[src/rtl/button_event_pkg.sv]
// Shared types and defaults for the button event decoder: FSM state encoding,
// default timing parameters and the counter width helper.
package button_event_pkg;

  typedef enum logic [2:0] {
    IDLE      = 3'd0,
    PRESSED   = 3'd1,
    LONG_HELD = 3'd2,
    GAP       = 3'd3,
    PRESSED2  = 3'd4
  } state_t;

  localparam int LONG_TIME_DEF   = 50;
  localparam int DCLICK_TIME_DEF = 20;

  // Wide enough to hold the larger of the two timing limits.
  function automatic int cnt_width(input int long_time, input int dclick_time);
    int m;
    m = (long_time > dclick_time) ? long_time : dclick_time;
    return $clog2(m + 1);
  endfunction

endpackage

[src/rtl/button_event_detector_if.sv]
// Pulse interface between the debounced button source and the event decoder.
interface button_event_detector_if;
  import button_event_pkg::*;

  // Level-in / pulse-out protocol: i_button_debounced is a level sampled on
  // every clock; every o_* event is a one-cycle pulse with no back-pressure,
  // o_held is a level, o_dbg_state mirrors the decoder FSM.
  logic   i_button_debounced;
  logic   o_held;
  logic   o_press;
  logic   o_release;
  logic   o_single_click;
  logic   o_double_click;
  logic   o_long_press;
  state_t o_dbg_state;

  modport master (
    output i_button_debounced,
    input  o_held, o_press, o_release, o_single_click,
    input  o_double_click, o_long_press, o_dbg_state
  );

  modport slave (
    input  i_button_debounced,
    output o_held, o_press, o_release, o_single_click,
    output o_double_click, o_long_press, o_dbg_state
  );

endinterface

[src/rtl/event_timer.sv]
// Saturating phase counter shared by the press and gap phases: load to 1,
// increment, and flag when the count equals the current target.
module event_timer #(
  parameter int CNT_W = 6
) (
  input  logic             aclk,
  input  logic             arstn,
  input  logic             i_load,
  input  logic             i_inc,
  input  logic [CNT_W-1:0] i_target,
  output logic             o_hit
);

  logic [CNT_W-1:0] r_count;

  always_ff @(posedge aclk or negedge arstn) begin
    if (!arstn) begin
      r_count <= '0;
    end else if (i_load) begin
      r_count <= CNT_W'(1);
    end else if (i_inc && (r_count != {CNT_W{1'b1}})) begin
      r_count <= r_count + 1'b1;
    end
  end

  assign o_hit = (r_count == i_target);

endmodule

[src/rtl/button_event_detector.sv]
// Decodes a clean button level into press/release/single/double/long pulses.
// All outputs are registered; one shared timer measures hold and gap lengths.
module button_event_detector
  import button_event_pkg::*;
#(
  parameter int LONG_TIME   = LONG_TIME_DEF,
  parameter int DCLICK_TIME = DCLICK_TIME_DEF
) (
  input  logic                    aclk,
  input  logic                    arstn,
  button_event_detector_if.slave  bus
);

  localparam int CNT_W = cnt_width(LONG_TIME, DCLICK_TIME);
  // Long press fires on the edge where the count would reach LONG_TIME.
  localparam logic [CNT_W-1:0] LONG_TGT   = CNT_W'(LONG_TIME - 1);
  localparam logic [CNT_W-1:0] DCLICK_TGT = CNT_W'(DCLICK_TIME);

  if (LONG_TIME < 2) begin : g_bad_long_time
    $error("button_event_detector: LONG_TIME must be >= 2");
  end
  if (DCLICK_TIME < 1) begin : g_bad_dclick_time
    $error("button_event_detector: DCLICK_TIME must be >= 1");
  end

  state_t           r_state;
  logic             r_btn_q;
  logic             r_press;
  logic             r_release;
  logic             r_single;
  logic             r_double;
  logic             r_long;

  logic             w_btn;
  logic             w_rise;
  logic             w_fall;
  logic             w_load;
  logic             w_inc;
  logic             w_hit;
  logic [CNT_W-1:0] w_target;

  assign w_btn  = bus.i_button_debounced;
  assign w_rise = w_btn & ~r_btn_q;
  assign w_fall = ~w_btn & r_btn_q;

  always_comb begin
    w_load   = 1'b0;
    w_inc    = 1'b0;
    w_target = LONG_TGT;
    case (r_state)
      IDLE: begin
        w_load = w_rise;
      end
      PRESSED: begin
        w_load = w_fall;
        w_inc  = ~w_fall;
      end
      PRESSED2: begin
        w_inc  = 1'b1;
      end
      GAP: begin
        w_target = DCLICK_TGT;
        w_load   = w_rise;
        w_inc    = ~w_rise;
      end
      default: begin
        w_load = 1'b0;
      end
    endcase
  end

  event_timer #(
    .CNT_W (CNT_W)
  ) u_timer (
    .aclk     (aclk),
    .arstn    (arstn),
    .i_load   (w_load),
    .i_inc    (w_inc),
    .i_target (w_target),
    .o_hit    (w_hit)
  );

  always_ff @(posedge aclk or negedge arstn) begin
    if (!arstn) begin
      r_state   <= IDLE;
      r_btn_q   <= 1'b0;
      r_press   <= 1'b0;
      r_release <= 1'b0;
      r_single  <= 1'b0;
      r_double  <= 1'b0;
      r_long    <= 1'b0;
    end else begin
      r_btn_q   <= w_btn;
      r_press   <= w_rise;
      r_release <= w_fall;
      r_single  <= 1'b0;
      r_double  <= 1'b0;
      r_long    <= 1'b0;
      case (r_state)
        IDLE: begin
          if (w_rise) r_state <= PRESSED;
        end
        PRESSED: begin
          if (w_fall) begin
            r_state <= GAP;
          end else if (w_hit) begin
            r_long  <= 1'b1;
            r_state <= LONG_HELD;
          end
        end
        LONG_HELD: begin
          if (w_fall) r_state <= IDLE;
        end
        // A rise here always lands inside the window: the timeout leaves GAP first.
        GAP: begin
          if (w_rise) begin
            r_double <= 1'b1;
            r_state  <= PRESSED2;
          end else if (w_hit) begin
            r_single <= 1'b1;
            r_state  <= IDLE;
          end
        end
        PRESSED2: begin
          if (w_fall) begin
            r_state <= IDLE;
          end else if (w_hit) begin
            r_long  <= 1'b1;
            r_state <= LONG_HELD;
          end
        end
        default: begin
          r_state <= IDLE;
        end
      endcase
    end
  end

  assign bus.o_held         = r_btn_q;
  assign bus.o_press        = r_press;
  assign bus.o_release      = r_release;
  assign bus.o_single_click = r_single;
  assign bus.o_double_click = r_double;
  assign bus.o_long_press   = r_long;
  assign bus.o_dbg_state    = r_state;

  a_one_click_event: assert property (
    @(posedge aclk) disable iff (!arstn) $onehot0({r_single, r_double, r_long})
  ) else $error("button_event_detector: more than one click event in a cycle");

endmodule

[src/flat_wrapper.sv]
// flat-port wrapper written by rule: the top's interface ports become plain ports
module button_event_detector_flat import button_event_pkg::*;
#(
  parameter int LONG_TIME   = LONG_TIME_DEF,
  parameter int DCLICK_TIME = DCLICK_TIME_DEF
)
  (aclk, arstn, bus_i_button_debounced, bus_o_held, bus_o_press, bus_o_release, bus_o_single_click, bus_o_double_click, bus_o_long_press, bus_o_dbg_state);
  button_event_detector_if bus_i ();
  input  logic aclk;
  input  logic arstn;
  input wire logic [$bits(bus_i.i_button_debounced)-1:0] bus_i_button_debounced;
  output wire logic [$bits(bus_i.o_held)-1:0] bus_o_held;
  output wire logic [$bits(bus_i.o_press)-1:0] bus_o_press;
  output wire logic [$bits(bus_i.o_release)-1:0] bus_o_release;
  output wire logic [$bits(bus_i.o_single_click)-1:0] bus_o_single_click;
  output wire logic [$bits(bus_i.o_double_click)-1:0] bus_o_double_click;
  output wire logic [$bits(bus_i.o_long_press)-1:0] bus_o_long_press;
  output wire logic [$bits(bus_i.o_dbg_state)-1:0] bus_o_dbg_state;
  assign bus_i.i_button_debounced = bus_i_button_debounced;
  assign bus_o_held = bus_i.o_held;
  assign bus_o_press = bus_i.o_press;
  assign bus_o_release = bus_i.o_release;
  assign bus_o_single_click = bus_i.o_single_click;
  assign bus_o_double_click = bus_i.o_double_click;
  assign bus_o_long_press = bus_i.o_long_press;
  assign bus_o_dbg_state = bus_i.o_dbg_state;
  button_event_detector #(.LONG_TIME(LONG_TIME), .DCLICK_TIME(DCLICK_TIME)) u_core (.aclk(aclk), .arstn(arstn), .bus(bus_i));
endmodule
[config.mk]
export PLATFORM = sky130hd
export DESIGN_NAME = button_event_detector_flat
export DESIGN_NICKNAME = d
export VERILOG_FILES = /design/src/rtl/button_event_pkg.sv /design/src/rtl/button_event_detector_if.sv /design/src/rtl/event_timer.sv /design/src/rtl/button_event_detector.sv /design/src/flat_wrapper.sv
export SDC_FILE = /design/constraint.sdc
export NUM_CORES = 1
export LEC_CHECK = 0
export BUFFER_PORTS_ARGS = -buffer_cell sky130_fd_sc_hd__clkbuf_2
export CORE_MARGIN = 4
export CORE_UTILIZATION = 38
export CTS_CLUSTER_DIAMETER = 150
export DETAILED_ROUTE_END_ITERATION = 7
export GPL_TIMING_DRIVEN = 1
export PLACE_DENSITY = 0.69
export SLEW_MARGIN = 20
export SYNTH_ARGS = -nofsm -noshare
export SYNTH_HDL_FRONTEND = slang
export SYNTH_SLANG_ARGS = --single-unit
[constraint.sdc]
create_clock -name aclk -period 1.8 [get_ports aclk]
set_clock_uncertainty 0.1 [all_clocks]
set_input_delay 0.27 -clock aclk [delete_from_list [all_inputs] [get_ports aclk]]
set_output_delay 0.27 -clock aclk [all_outputs]
set_load 0.01 [all_outputs]
* Yosys cells after proc, flatten, opt, wreduce, memory -nomap -nowiden
Index checks and enable logic that the tools add are counted. Widths: inputs -> output; s select.
Storage, ports and cells: flip-flop bits (word level) 15, input port bits 3
Cells by class: add/sub/neg operators 1, equality and inequality tests 9, multiplexer cells 20, bitwise logic cells 6, reductions and logical operators 6
Operator list (count):
- $mux 3 | 7
- $mux 6 | 3
- $pmux 3 s5 | 1
- $mux 1 | 7
- $add 6x1->6 const B | 1
- $eq 3x2->1 const B | 2
- $eq 6x6->1 | 1
- $ne 6x6->1 const B | 1
- $ne 2x1->1 const B | 2
- $not 1->1 | 4
- $reduce_or 2->1 | 2
- $eq 3x1->1 const B | 1
- $eq 3x3->1 const B | 1
- $logic_not 3->1 | 1
- $ne 3x2->1 const B | 1
- $pmux 1 s3 | 1
- $reduce_and 3->1 | 1
- $and 1x1->1 | 2
- $pmux 1 s2 | 1
- $reduce_bool 2->1 | 1
- $logic_and 1x1->1 | 1

* Longest topological paths before layout
Gate-level depths: netlist (run 1).
word-level depth 7, mapped depth 6

* Hierarchy
Synthesis (run 1) repeated with hierarchy kept, for this count alone.
Second synthesis, totals: cells, all modules 93, area total of the unflattened synthesis 879.6 um2
By module, submodules not included:
- event_timer | instances 1, cells an instance 49, area an instance 440.4 um2
- button_event_detector | instances 1, cells an instance 44, area an instance 439.2 um2

* Worst setup path after synthesis (run 1)
Ideal clock, no wire load.
path kind reg2reg, start point register u_core.r_state[2] (netlist: u_core.bus.o_dbg_state[2]), end point register u_core.r_state[1] (netlist: u_core.bus.o_dbg_state[1]), arrival time 1628 ps, required time 1580 ps, slack -48 ps, cell stages (with the launch flop) 7, period minus slack after synthesis 1848 ps, cells stage by stage dfrtp_1 > buf_6 > nand3b_4 > or4b_4 > a21oi_4 > o211ai_1 > and3_1
On the way: cells in the longest elaborated chain, start to end 6
Ends and longest elaborated chain:
- start, declared | line button_event_detector.sv:26 | state_t r_state;
- start signal, assigned | line button_event_detector.sv:85 | r_state <= IDLE;
- start signal, assigned | line button_event_detector.sv:101 | if (w_rise) r_state <= PRESSED;
- start signal, assigned | line button_event_detector.sv:105 | r_state <= GAP;
- $eq 3x2->1 | line button_event_detector.sv:50, button_event_detector.sv:99
- $mux 6 | line button_event_detector.sv:50 | case (r_state)
- $eq 6x6->1 | line event_timer.sv:26 | assign o_hit = (r_count == i_target);
- $mux 3
- $mux 3 (on tied branches)
- $pmux 3 s5 | line button_event_detector.sv:99 | case (r_state)
Several ways; a longest one is shown, not always the timed one. A chain may end at the register's enable or synchronous reset.

* Final worst setup path (run 1)
Ends and elaborated chain as after synthesis.

==> results of run 1 <==
## worst max-delay path: cells and delay by family (launching register included)
family	cells	cell delay [ns]
AO/OA/AOI/OAI	2	0.26
flip-flops	1	0.39
AND/OR/NAND/NOR	3	0.87
## power by group
part / total, mW / internal [mW] / switching (mW) / leakage, nW
Sequential: 0.524 / 0.419 / 0.105 / 0.193
Combinational: 0.548 / 0.264 / 0.284 / 0.237
Clock: 0.197 / 0.0864 / 0.110 / 0.0150
Total: 1.27 / 0.769 / 0.499 / 0.445
## routing by layer
layer  part of all wire  up-vias  GRT usage
met2               0.49       25     0.2036
met1               0.42      312     0.1586
li1                   -      321          -
met5                  0        -          0
met3              0.062        5    0.03878
met4              0.034        0    0.09362
## per-stage QoR
step	util	setup WS [ns]
floorplan	-	-0.02188
global placement	0.4527	0.07606
detailed placement	0.4527	0.05548
CTS	0.4710	0.03387
global route	0.4722	-0.03474
finish	0.4722	0.06239
## repair_timing
item | CTS | global route
hold buffers | 1 | 0
hold endpoints to repair | 15 | 0
gates resized for setup | 0 | 2
setup endpoints to repair | 0 | 6
## kinds of logic (layout without fill, tap and decap cells)
group / Yosys count / after routing / share of synthesized area
muxes: 1 / 1 / 0.01256
adders and majority gates: 1 / 1 / 0.01570
xor gates and xnor gates: 2 / 2 / 0.02198
buffers and inverters: 6 / 24 / 0.04709
DFF: 15 / 15 / 0.4710
AOI/OAI and AO/OA: 17 / 17 / 0.1554
and+or+nand+nor: 33 / 33 / 0.2763
## final timing paths
path | from | end | slack (ns) | depth (start not counted)
hold / removal | bus_i_button_debounced | u_core.bus.o_held$_DFF_PN0_ | 0.02 | 1
hold reg to reg | u_core.u_timer.r_count[1]$_DFFE_PN0P_ | u_core.u_timer.r_count[1]$_DFFE_PN0P_ | 0.49 | 2
max in group asynchronous | arstn | u_core.bus.o_dbg_state[1]$_DFFE_PN0P_ | 0.99 | 2
min in group asynchronous | arstn | u_core.u_timer.r_count[5]$_DFFE_PN0P_ | 0.32 | 2
setup reg to reg | u_core.bus.o_dbg_state[2]$_DFFE_PN0P_ | u_core.bus.o_dbg_state[1]$_DFFE_PN0P_ | 0.06 | 5
setup / recovery | u_core.bus.o_dbg_state[2]$_DFFE_PN0P_ | u_core.bus.o_dbg_state[1]$_DFFE_PN0P_ | 0.06 | 5
## flip-flops by register name (all words and copies together) (netlist names)
register	count
u_core.bus.o_dbg_state	3
u_core.bus.o_release	1
u_core.u_timer.r_count	6
u_core.bus.o_long_press	1
u_core.bus.o_press	1
u_core.bus.o_single_click	1
u_core.bus.o_double_click	1
u_core.bus.o_held	1
## synth_stat cells (2+ instances only)
library cell,count,area [um^2]
sky130_fd_sc_hd__a211oi_1,2,15.01
sky130_fd_sc_hd__a21oi_1,4,20.02
sky130_fd_sc_hd__and3_1,3,18.77
sky130_fd_sc_hd__and4_1,3,26.28
sky130_fd_sc_hd__buf_4,2,15.01
sky130_fd_sc_hd__dfrtp_1,15,375.4
sky130_fd_sc_hd__inv_1,3,11.26
sky130_fd_sc_hd__nand2_1,3,11.26
sky130_fd_sc_hd__nand2b_1,3,18.77
sky130_fd_sc_hd__nand3_1,3,15.01
sky130_fd_sc_hd__nor2_1,6,22.52
sky130_fd_sc_hd__o21ai_0,2,10.01
sky130_fd_sc_hd__or3_1,2,12.51
## final cells by class
cell class	instances	area, um^2
Multi-Input combinational cell	54	385.4
Tap cell	27	33.78
Sequential cell	15	376.6
Timing Repair Buffer	17	102.6
Fill cell	194	1046
Clock buffer	4	26.28
Inverter	3	11.26
==> summary by stage, run 1 <==
Timing
Setup violations remaining at the end of the flow were counted as 0. Static timing analysis puts the maximum clock frequency at about 580 MHz. Setup total negative slack on the finished layout was measured at 0 ns. Counting I/O delays and the setup requirement, the final critical path takes 1.738 ns. The number of hold violations in the final report is 0. Setup repair after global routing could not meet its margin everywhere. In this run the tightest slew margin relative to its limit is 0.7617. Final hold analysis gives a worst-case slack of roughly 0.021 ns. The count of pins over their slew limit is 0. At the pin with the least slew margin, the transition time is 0.3484 ns.

The share of the cycle needed by the critical path after routing is 0.9653.

Synth
The number of instances in the synthesized netlist is 75. Of the synthesized area, sequential elements account for 0.4710. After synthesis the cells add up to 797.0 um^2. After synthesis the netlist holds a flip-flop and latch count of 15. The number of synthesis warnings is 0. The commonest register cell after synthesis is sky130_fd_sc_hd__dfrtp_1. The net count of the mapped netlist is between 70 and 80. The post-synthesis average cell area is 10.63 um^2. Counting flops with a built-in enable in the synthesized netlist gives 0. The fraction of registers with async set or reset after synthesis is 1.000. Counting distinct cell types in the post-synthesis netlist gives 37.

CTS
In this run the number of H-tree levels came out at 1. Once the clock tree was built, the setup fixing pass inserted 0 buffers. The clock tree root driver cell is sky130_fd_sc_hd__clkbuf_4. The clock latency at the later pin of the worst-skew pair is 0.29 ns. Clock-pin slew was measured on the worst setup and hold paths at roughly 0.080 ns.

The number of sinks on the clock net is 15. The number of buffers inserted during clock tree synthesis is 3. TritonCTS built the clock tree. The number of buffers between clock root and the deepest sink is 2.

Route
The detailed-route via count is approximately 660. For this block, the routed nets add up to ~1.6 mm of wire. In the routed design, unresolved DRC markers number 0. In this run, the number of DRC markers left after iteration 0 of detailed routing was 19. The number of vias per cell is roughly 5.5. The number of detailed-routing iterations run before antenna repair is 4. The count of antenna-violating nets left after detailed routing is 0. The average wire per cell in the routed design is 13.54 um.

Layout
The finished cells cover 935.9 um^2. The growth of design area from synthesis to finish is 17.43%. The top cell types in the final layout, fill and taps aside, are 14 x sky130_fd_sc_hd__dfrtp_1, 11 x sky130_fd_sc_hd__clkbuf_2, 6 x sky130_fd_sc_hd__nor2_1. The fraction of final layout cells with drive strength greater than 1 is 0.2688.

At the end of the flow, the number of nets in the layout was 98. For this run, the number of standard cells in the final layout without fillers is 120. The number of diodes is 0. The library cell used most frequently in the layout, excluding fill and tap cells, is sky130_fd_sc_hd__dfrtp_1.

Pwr
VDD sags by at most 0.5466 mV. The design draws 1.269 mW. The leakage dissipation is 0.4450 nW.

For this design the ratio of total power to cell area is between 1000 and 1500 nW/um^2.

GRT
The number of global-route vias before repair was 634. The residual overflow from global routing is 0. The number of antenna violations at the first check in global routing is 0. Across every metal layer, demand over resource in global routing totals 0.1331.

The first global-routing pass estimated 2.697 mm of wire. Entering global routing, the biggest net connects 16 pins.

Placement
The placed cell count is 115. In this run the cell area measured after placement is 897.1 um^2. The number of buffers added on ports is 11. The HPWL after detailed placement is around 1.2 mm. The routability-driven placement congestion ratio is 0.8041.

Critical path
In this run the worst path has a maximum fanout of 4. The type of element capturing the critical path is a flop. At the worst endpoint, the arrival time is 1.82 ns. The standard cell with the maximum stage delay on the critical path is sky130_fd_sc_hd__or4b_4. The setup path with the least slack is of type reg -> reg. Traced cell by cell, the critical path runs through nand3b_4 > or4b_4 > a21oi_4 > o211ai_1 > and3_1. The largest single stage delay on the critical path is 0.51 ns. The category of the worst setup path launch point is a flop.

The data required time at the worst endpoint is between 1.5 and 2 ns.

Floorplan
The die outline height is 53.80 um. The standard-cell row count is 16. The effective utilization at floorplan is 0.4021. The floorplan die area is ~2900 um^2. For this design the top-level I/O count stands at 12.

The area inside the core boundary is 1982 um^2. The die is ~54 um wide.

Outcome
The run finished with clean final reports.

Job
The max-capacitance violation count is 0.

Min path
The tightest min-delay check is of the in -> reg type.
Note: power is estimated with default switching activity, not from simulation.
==> inputs of run 2 (changes only) <==
--- a/config.mk
+++ b/config.mk
@@ -6,13 +6,14 @@
 export NUM_CORES = 1
 export LEC_CHECK = 0
 export BUFFER_PORTS_ARGS = -buffer_cell sky130_fd_sc_hd__clkbuf_2
+export CELL_PAD_IN_SITES_DETAIL_PLACEMENT = 0
+export CELL_PAD_IN_SITES_GLOBAL_PLACEMENT = 2
 export CORE_MARGIN = 4
-export CORE_UTILIZATION = 38
+export CORE_UTILIZATION = 31
 export CTS_CLUSTER_DIAMETER = 150
 export DETAILED_ROUTE_END_ITERATION = 7
 export GPL_TIMING_DRIVEN = 1
-export PLACE_DENSITY = 0.69
-export SLEW_MARGIN = 20
+export PLACE_DENSITY = 0.82
 export SYNTH_ARGS = -nofsm -noshare
 export SYNTH_HDL_FRONTEND = slang
 export SYNTH_SLANG_ARGS = --single-unit
==> run 2 against run 1 <==
  * Clock power shrank 2%
  * Critical path depth is the same
  * Power grew 1.2%
  * Final cell count grew 5.8%
  * Sequential cell count is the same
  * Maximum frequency grew 1.9%
  * Die area grew 19%
  * Worst setup slack gained 0.032 ns
  * Combinational power grew 4.9%
  * Routed wire length shrank 0.55%
  * Design area grew 3.9%
==> summary by stage, run 2 (synthesis gave the netlist of run 1 again) <==
Outcome
The flow ran to the end, and the final reports show no timing, DRC or antenna violations.

Min path
The path type of the worst min-delay path is in -> reg. The endpoint of the worst hold-timing path is u_core.bus.o_held$_DFF_PN0_. In this run the most critical hold path is launched from bus_i_button_debounced. The instance count along the most critical hold path is 1.

Timing
Setup repair after global routing left no endpoint under its margin. The maximum clock frequency is 586.3 MHz. The final critical-path setup slack is 0.09429 ns.

Setup violations remaining at the end of the flow were counted as 0. The count of pins over their slew limit came to 0. The worst slew slack as a fraction of its limit is 0.7053. The minimum clock period after layout is 1.706 ns. The number of hold violations in the final report came to 0. At the pin with the least slew margin, the transition time is 0.4309 ns. Dividing the final minimum period by the clock period gives 0.9476.

Placement
The worst setup slack before clock tree synthesis is 0.06984 ns. Summing all placed instances gives a cell area of 930.9 um^2. Detailed placement ended at an HPWL of between 1 and 1.5 mm.

The number of buffers added on ports is 11. The routability-driven placement congestion ratio is roughly 0.83.

Critical path
The worst-path maximum fanout is 4. The critical path goes through nand3b_4 > or4b_4 > a21oi_4 > o211ai_1 > and3_1. The arrival time reported for the critical path endpoint is 1.78 ns.

The type of element capturing the critical path is a flop. The critical path contains buffers and inverters numbering 0 combined. The path type of the worst setup path is reg -> reg. Broken down by cell family, the worst path's largest delay share belongs to simple AND/OR/NAND/NOR gates.

The reg-to-reg startpoint is u_core.bus.o_dbg_state[0]$_DFFE_PN0P_. The slowest stage of the critical path is the sky130_fd_sc_hd__or4b_4 cell. The capture instance of the worst register-to-register path is u_core.bus.o_dbg_state[1]$_DFFE_PN0P_. The worst setup path is launched from a flop. The critical path's largest stage delay is 0.51 ns. The logic depth of the worst register-to-register path is 5. The setup slack of the worst register-to-register path is roughly 0.094 ns. Data on the critical path is required at its endpoint by 1.87 ns.

Route
The number of detailed-routing iterations run before antenna repair is 4. The top metal layer carrying routed signals is met4. Dividing the detail-routed wire length by the instance count gives approximately 13 um. In the final routing, the length of wire on met1 measures 727 um. The final layout contains routed wiring with a total length of 1.616 mm. The met3 wire length is 67 um. In the detailed route, the total length drawn on met2 is 806 um. The detailed router placed around 660 vias in this run. The post-detailed-route DRC marker count is 0. The count of antenna-violating nets left after detailed routing is 0. Dividing the detail-routed via count by the number of cells gives 5.165. The detailed router finished its first iteration with 10 violations.

Layout
The most common cell after layout, fill and taps aside is sky130_fd_sc_hd__dfrtp_1. From synthesis to final layout, the design area changed by 21.98%. The number of diodes is 0. In the final layout, the share of cells above drive strength 1 is 0.2990. The finished cells cover 972.2 um^2.

The register ranked first by flip-flop count is u_core.u_timer.r_count. The number of flip-flops in the largest register is 6. The net count of the finished layout is 102.

The final core utilization is 0.3960. In the layout the commonest cells are 14 x sky130_fd_sc_hd__dfrtp_1, 11 x sky130_fd_sc_hd__clkbuf_2, 9 x sky130_fd_sc_hd__buf_4.

Floorplan
The initial utilization of the core area, before any placement, comes to 0.3247. The area inside the core boundary is 2455 um^2. Measured along the y axis, the die boundary spans 58.71 um.

The standard-cell row count is 18. The floorplan die area is ~3400 um^2. The count of boundary I/O pins is 12. Measured along the x axis, the die boundary spans 58.71 um.

CTS
The clock passes through at most 2 buffers. The number of buffers inserted during clock tree synthesis is 3. The clock tree root driver cell is sky130_fd_sc_hd__clkbuf_4. Once the clock tree was built, the setup fixing pass inserted 0 buffers. The clock latency at the later pin of the worst-skew pair is ~0.28 ns.

Clock-pin slew was measured on the worst setup and hold paths at 0.09 ns. TritonCTS built the clock tree. The total number of H-tree levels is 1.

Counting every sink on the clock net gives 15.

Pwr
The combinational share of power is 0.448. The total design power is between 1 and 1.5 mW. Of the total power, registers draw 0.402. The internal portion of total power is 0.7855 mW. Of the total power, the share spent switching nets is 0.3884. The peak ir drop on the vdd network is slightly above 0.6 mV.

For this design the ratio of total power to cell area is 1321 nW/um^2. Of the total power, the clock network draws 0.150. The leakage dissipation is 0.4656 nW.

The switching power is 0.4988 mW.

GRT
Entering global routing, the biggest net connects 16 pins. Global routing finished with a remaining overflow of 0. The number of antenna violations at the first check in global routing is 0. In the global route stage, overall resource usage came out at 0.1056. The first-pass GRT wire length is 2.711 mm. The number of global-route vias before repair was 607.

Job
The tool flagged a number of max-cap violations equal to 0.
## run 2: how the worst max path moves through the flow
stage | startpoint | endpoint | cells after the start
global route | u_core.bus.o_dbg_state[0]$_DFFE_PN0P_ | u_core.bus.o_dbg_state[1]$_DFFE_PN0P_ | 5
floorplan | u_core.bus.o_dbg_state[2]$_DFFE_PN0P_ | u_core.bus.o_dbg_state[1]$_DFFE_PN0P_ | 6
finish | u_core.bus.o_dbg_state[0]$_DFFE_PN0P_ | u_core.bus.o_dbg_state[1]$_DFFE_PN0P_ | 5
global placement | u_core.bus.o_dbg_state[1]$_DFFE_PN0P_ | u_core.bus.o_dbg_state[1]$_DFFE_PN0P_ | 5
detailed placement | u_core.bus.o_dbg_state[1]$_DFFE_PN0P_ | u_core.bus.o_dbg_state[1]$_DFFE_PN0P_ | 5
CTS | u_core.bus.o_dbg_state[1]$_DFFE_PN0P_ | u_core.bus.o_dbg_state[1]$_DFFE_PN0P_ | 5
## run 2: power by group through the flow
stage	logic [mW]	clock network [mW]	registers, mW
2_1_floorplan	0.399	0	0.512
3_3_place_gp	0.567	0	0.517
3_5_place_dp	0.572	0	0.520
4_1_cts	0.575	0.204	0.514
5_1_grt	0.636	0.225	0.529
6_report	0.575	0.193	0.516
## run 2: what timing repair did
item                                   CTS  global route
endpoints found under the hold margin   15             0
setup endpoints to repair                0             3
hold buffers                             1             0
gates resized for setup                  0             2
## run 2: routing by layer
metal	vias up	track usage
met5	-	0
met1	319	0.1311
li1	326	-
met4	0	0.05825
met3	2	0.02851
met2	9	0.1659
## run 2: area by class of cell
type	instances	area, um^2
Fill cell	255	1483
Multi-Input combinational cell	54	387.9
Sequential cell	15	376.6
Timing Repair Buffer	21	132.6
Tap cell	30	37.54
Clock buffer	4	26.28
Inverter	3	11.26
## run 2: stage by stage
step,hold slack [ns],cells,setup TNS [ns]
after CTS,0.02637,127,0
after detailed placement,0.1121,122,0
after global routing,0.02527,127,0
after global placement,0.1086,122,0
final,0.03472,127,0
after floorplan,-0.1256,75,-0.02188
==> inputs of run 3 (changes only) <==
==> constraint.sdc (replaced) <==
create_clock -name aclk -period 1.8 [get_ports aclk]
set_clock_uncertainty 0.1 [all_clocks]
set_input_delay 0.27 -clock aclk [delete_from_list [all_inputs] [get_ports aclk]]
set_output_delay 0.27 -clock aclk [all_outputs]
set_load 0.05 [all_outputs]
==> run 3 against run 2 <==
  * Power grew 8.9%
  * Routed wire length grew 11%
  * Via count shrank 1.1%
  * Sequential power grew 2%
  * Largest power group unchanged
  * Highest routed layer unchanged
==> summary by stage, run 3 (synthesis gave the netlist of run 1 again) <==
GRT
The number of global-route vias before repair is 638. The residual overflow from global routing is 0. Entering global routing, the biggest net connects 16 pins. The number of antenna violations at the first check in global routing came to 0. The first global-routing pass estimated about 3 mm of wire. The overall global routing resource usage is 0.1193.

Critical path
Data on the critical path is required at its endpoint by 1.89 ns. At the worst endpoint, the arrival time is 1.82 ns. The capture instance of the worst register-to-register path is u_core.bus.o_dbg_state[1]$_DFFE_PN0P_. For this run, the slowest stage of the critical path takes 0.51 ns. The setup slack of the worst register-to-register path is 0.07 ns. The worst path buffer plus inverter count is 0. The type of element capturing the critical path is a flop. For the worst flop-to-flop path, the logic depth is 5. The standard cell with the maximum stage delay on the critical path is sky130_fd_sc_hd__or4b_4. The family of cells with the greatest summed delay on the critical path is simple AND/OR/NAND/NOR gates. The reg-to-reg startpoint is u_core.bus.o_dbg_state[2]$_DFFE_PN0P_. The category of the worst setup path launch point is a flop. Walking the worst path, the cells encountered are nand3b_4 > or4b_4 > a21oi_4 > o211ai_1 > and3_1.

The path type of the worst setup path is reg -> reg. The worst-path maximum fanout is 4.

Job
Across the run, the number of max-cap violations was 0.

Pwr
The peak ir drop on the vdd network is between 0.7 and 0.8 mV. The leakage dissipation is between 0.4 and 0.5 nW. The power per unit of standard cell area is 1447 nW/um^2.

Timing
The number of setup violations in the final report is 0. The aggregate negative setup slack is 0 ns. The count of pins over their slew limit is 0. Dividing the final minimum period by the clock period gives 0.9601. Setup repair after global routing could not meet its margin everywhere. The worst pin sits at a relative slew slack of 0.6711. The maximum clock frequency is 578.6 MHz.

The number of hold violations in the final report came to 0. Once routing completed, OpenROAD measured the worst setup slack at between 0.07 and 0.08 ns. Hold is met by 0.01512 ns.

The slew at the pin closest to its max-slew limit is around 0.48 ns. Subtracting the final worst setup slack from the clock period gives 1.728 ns.

CTS
The number of sinks on the clock net is 15. The clock tree root driver cell is sky130_fd_sc_hd__clkbuf_4. The longest clock path from root to sink contains 2 buffers. The total of cells resized after clock tree synthesis is 0. TritonCTS built the clock tree. The clock-pin slew on the worst setup and hold paths is 0.10 ns.

CTS built an H-tree with a depth of 1. Counting the buffers created by CTS gives 3. The clock latency at the later pin of the worst-skew pair is between 0.2 and 0.3 ns.

Route
The number of detailed-routing iterations run before antenna repair is 3. Dividing the detail-routed wire length by the instance count gives 14.20 um. The total detailed-routing wirelength is 1.789 mm. For this run, design rule violations remaining after detail routing come to 0. The count of antenna-violating nets left after detailed routing is 0. The routed layout has 649 vias. Dividing the detail-routed via count by the number of cells gives 5.151. In this run, the number of DRC markers left after iteration 0 of detailed routing was 2.

Layout
Leaving out fill and tap cells, the most frequent cells in the layout are 12 x sky130_fd_sc_hd__dfrtp_1, 11 x sky130_fd_sc_hd__clkbuf_2, 8 x sky130_fd_sc_hd__buf_4. The register with the most flip-flops in the layout has 6 of them. Counting flops per register, the top entry is u_core.u_timer.r_count. Of the cells placed in the final design, the portion with a size suffix greater than 1 is 0.3125. The growth of design area from synthesis to finish is 21.35%. The repair_antennas step left the layout with diodes totalling 0.

Summing all non-filler instances in the final layout gives an area of 967.2 um^2. At the end of the flow the core is filled with cells to 0.3940. The library cell used most frequently in the layout, excluding fill and tap cells, is sky130_fd_sc_hd__dfrtp_1.

The final layout contains 101 nets.

Floorplan
The floorplan step set the die height to 58.71 um. The standard-cell row count is 18. 12 I/O pins were placed. The floorplan step defined a die boundary enclosing 3446 um^2. The die width is 58.71 um. The effective utilization at floorplan is 0.3247. The area inside the core boundary is 2455 um^2.

Min path
The endpoint of the worst hold-timing path is u_core.bus.o_held$_DFF_PN0_. Counting instances, the worst hold path has a depth of 1. The path class of the tightest hold or removal check is in -> reg. The hold path startpoint is bus_i_button_debounced.

Placement
The post-detailed-placement half-perimeter wirelength is 1.281 mm. During placement, the flow inserted port buffers numbering 11. The routability-driven placement congestion ratio is ~0.8. After detailed placement, the total cell area comes to between 900 and 1000 um^2.

OpenSTA, run right after detailed placement, puts the worst setup slack at 0.04187 ns.

Outcome
The run finished with clean final reports.
run 3: how the worst max path moves through the flow:
stage / from / to / slack (ns) / depth (start not counted)
after global placement: u_core.bus.o_dbg_state[1]$_DFFE_PN0P_ / u_core.bus.o_dbg_state[1]$_DFFE_PN0P_ / 0.09 / 5
final: u_core.bus.o_dbg_state[2]$_DFFE_PN0P_ / u_core.bus.o_dbg_state[1]$_DFFE_PN0P_ / 0.07 / 5
after CTS: u_core.bus.o_dbg_state[1]$_DFFE_PN0P_ / u_core.bus.o_dbg_state[1]$_DFFE_PN0P_ / 0.03 / 5
after detailed placement: u_core.bus.o_dbg_state[1]$_DFFE_PN0P_ / u_core.bus.o_dbg_state[1]$_DFFE_PN0P_ / 0.04 / 5
after floorplan: u_core.bus.o_dbg_state[2]$_DFFE_PN0P_ / u_core.bus.o_dbg_state[1]$_DFFE_PN0P_ / -0.18 / 6
after global routing: u_core.bus.o_dbg_state[2]$_DFFE_PN0P_ / u_core.bus.o_dbg_state[1]$_DFFE_PN0P_ / -0.02 / 5
run 3: repair_timing:
item | in CTS | in global routing
setup buffers | 0 | 2
hold buffers | 1 | 0
endpoints found under the hold margin | 15 | 0
endpoints found under the setup margin | 0 | 3
run 3: area by class of cell:
| type | count | area (um^2) |
|---|---|---|
| well taps | 30 | 37.54 |
| flip-flops and latches | 15 | 379.1 |
| fillers | 245 | 1488 |
| inverters | 3 | 11.26 |
| multi-input cells | 54 | 387.9 |
| clock buffers | 4 | 26.28 |
| repair buffers | 20 | 125.1 |
run 3: routing by layer:
layer / part of all wire / global-route usage / vias to the layer above
met4: 0.012 / 0.01942 / 0
met5: 0 / 0 / -
met2: 0.48 / 0.1962 / 12
met3: 0.049 / 0.04605 / 4
li1: - / - / 325
met1: 0.46 / 0.1514 / 308
run 3: where the power goes:
part           internal, mW  switching [mW]
Sequential            0.422           0.106
Combinational         0.277           0.392
Clock                0.0863           0.116
Total                 0.785           0.614
run 3: stage by stage:
stage | instances | power, mW
final | 126 | 1.399
after global routing | 126 | 1.520
after CTS | 124 | 1.379
after detailed placement | 119 | 1.168
after global placement | 119 | 1.156
after floorplan | 75 | 1.015
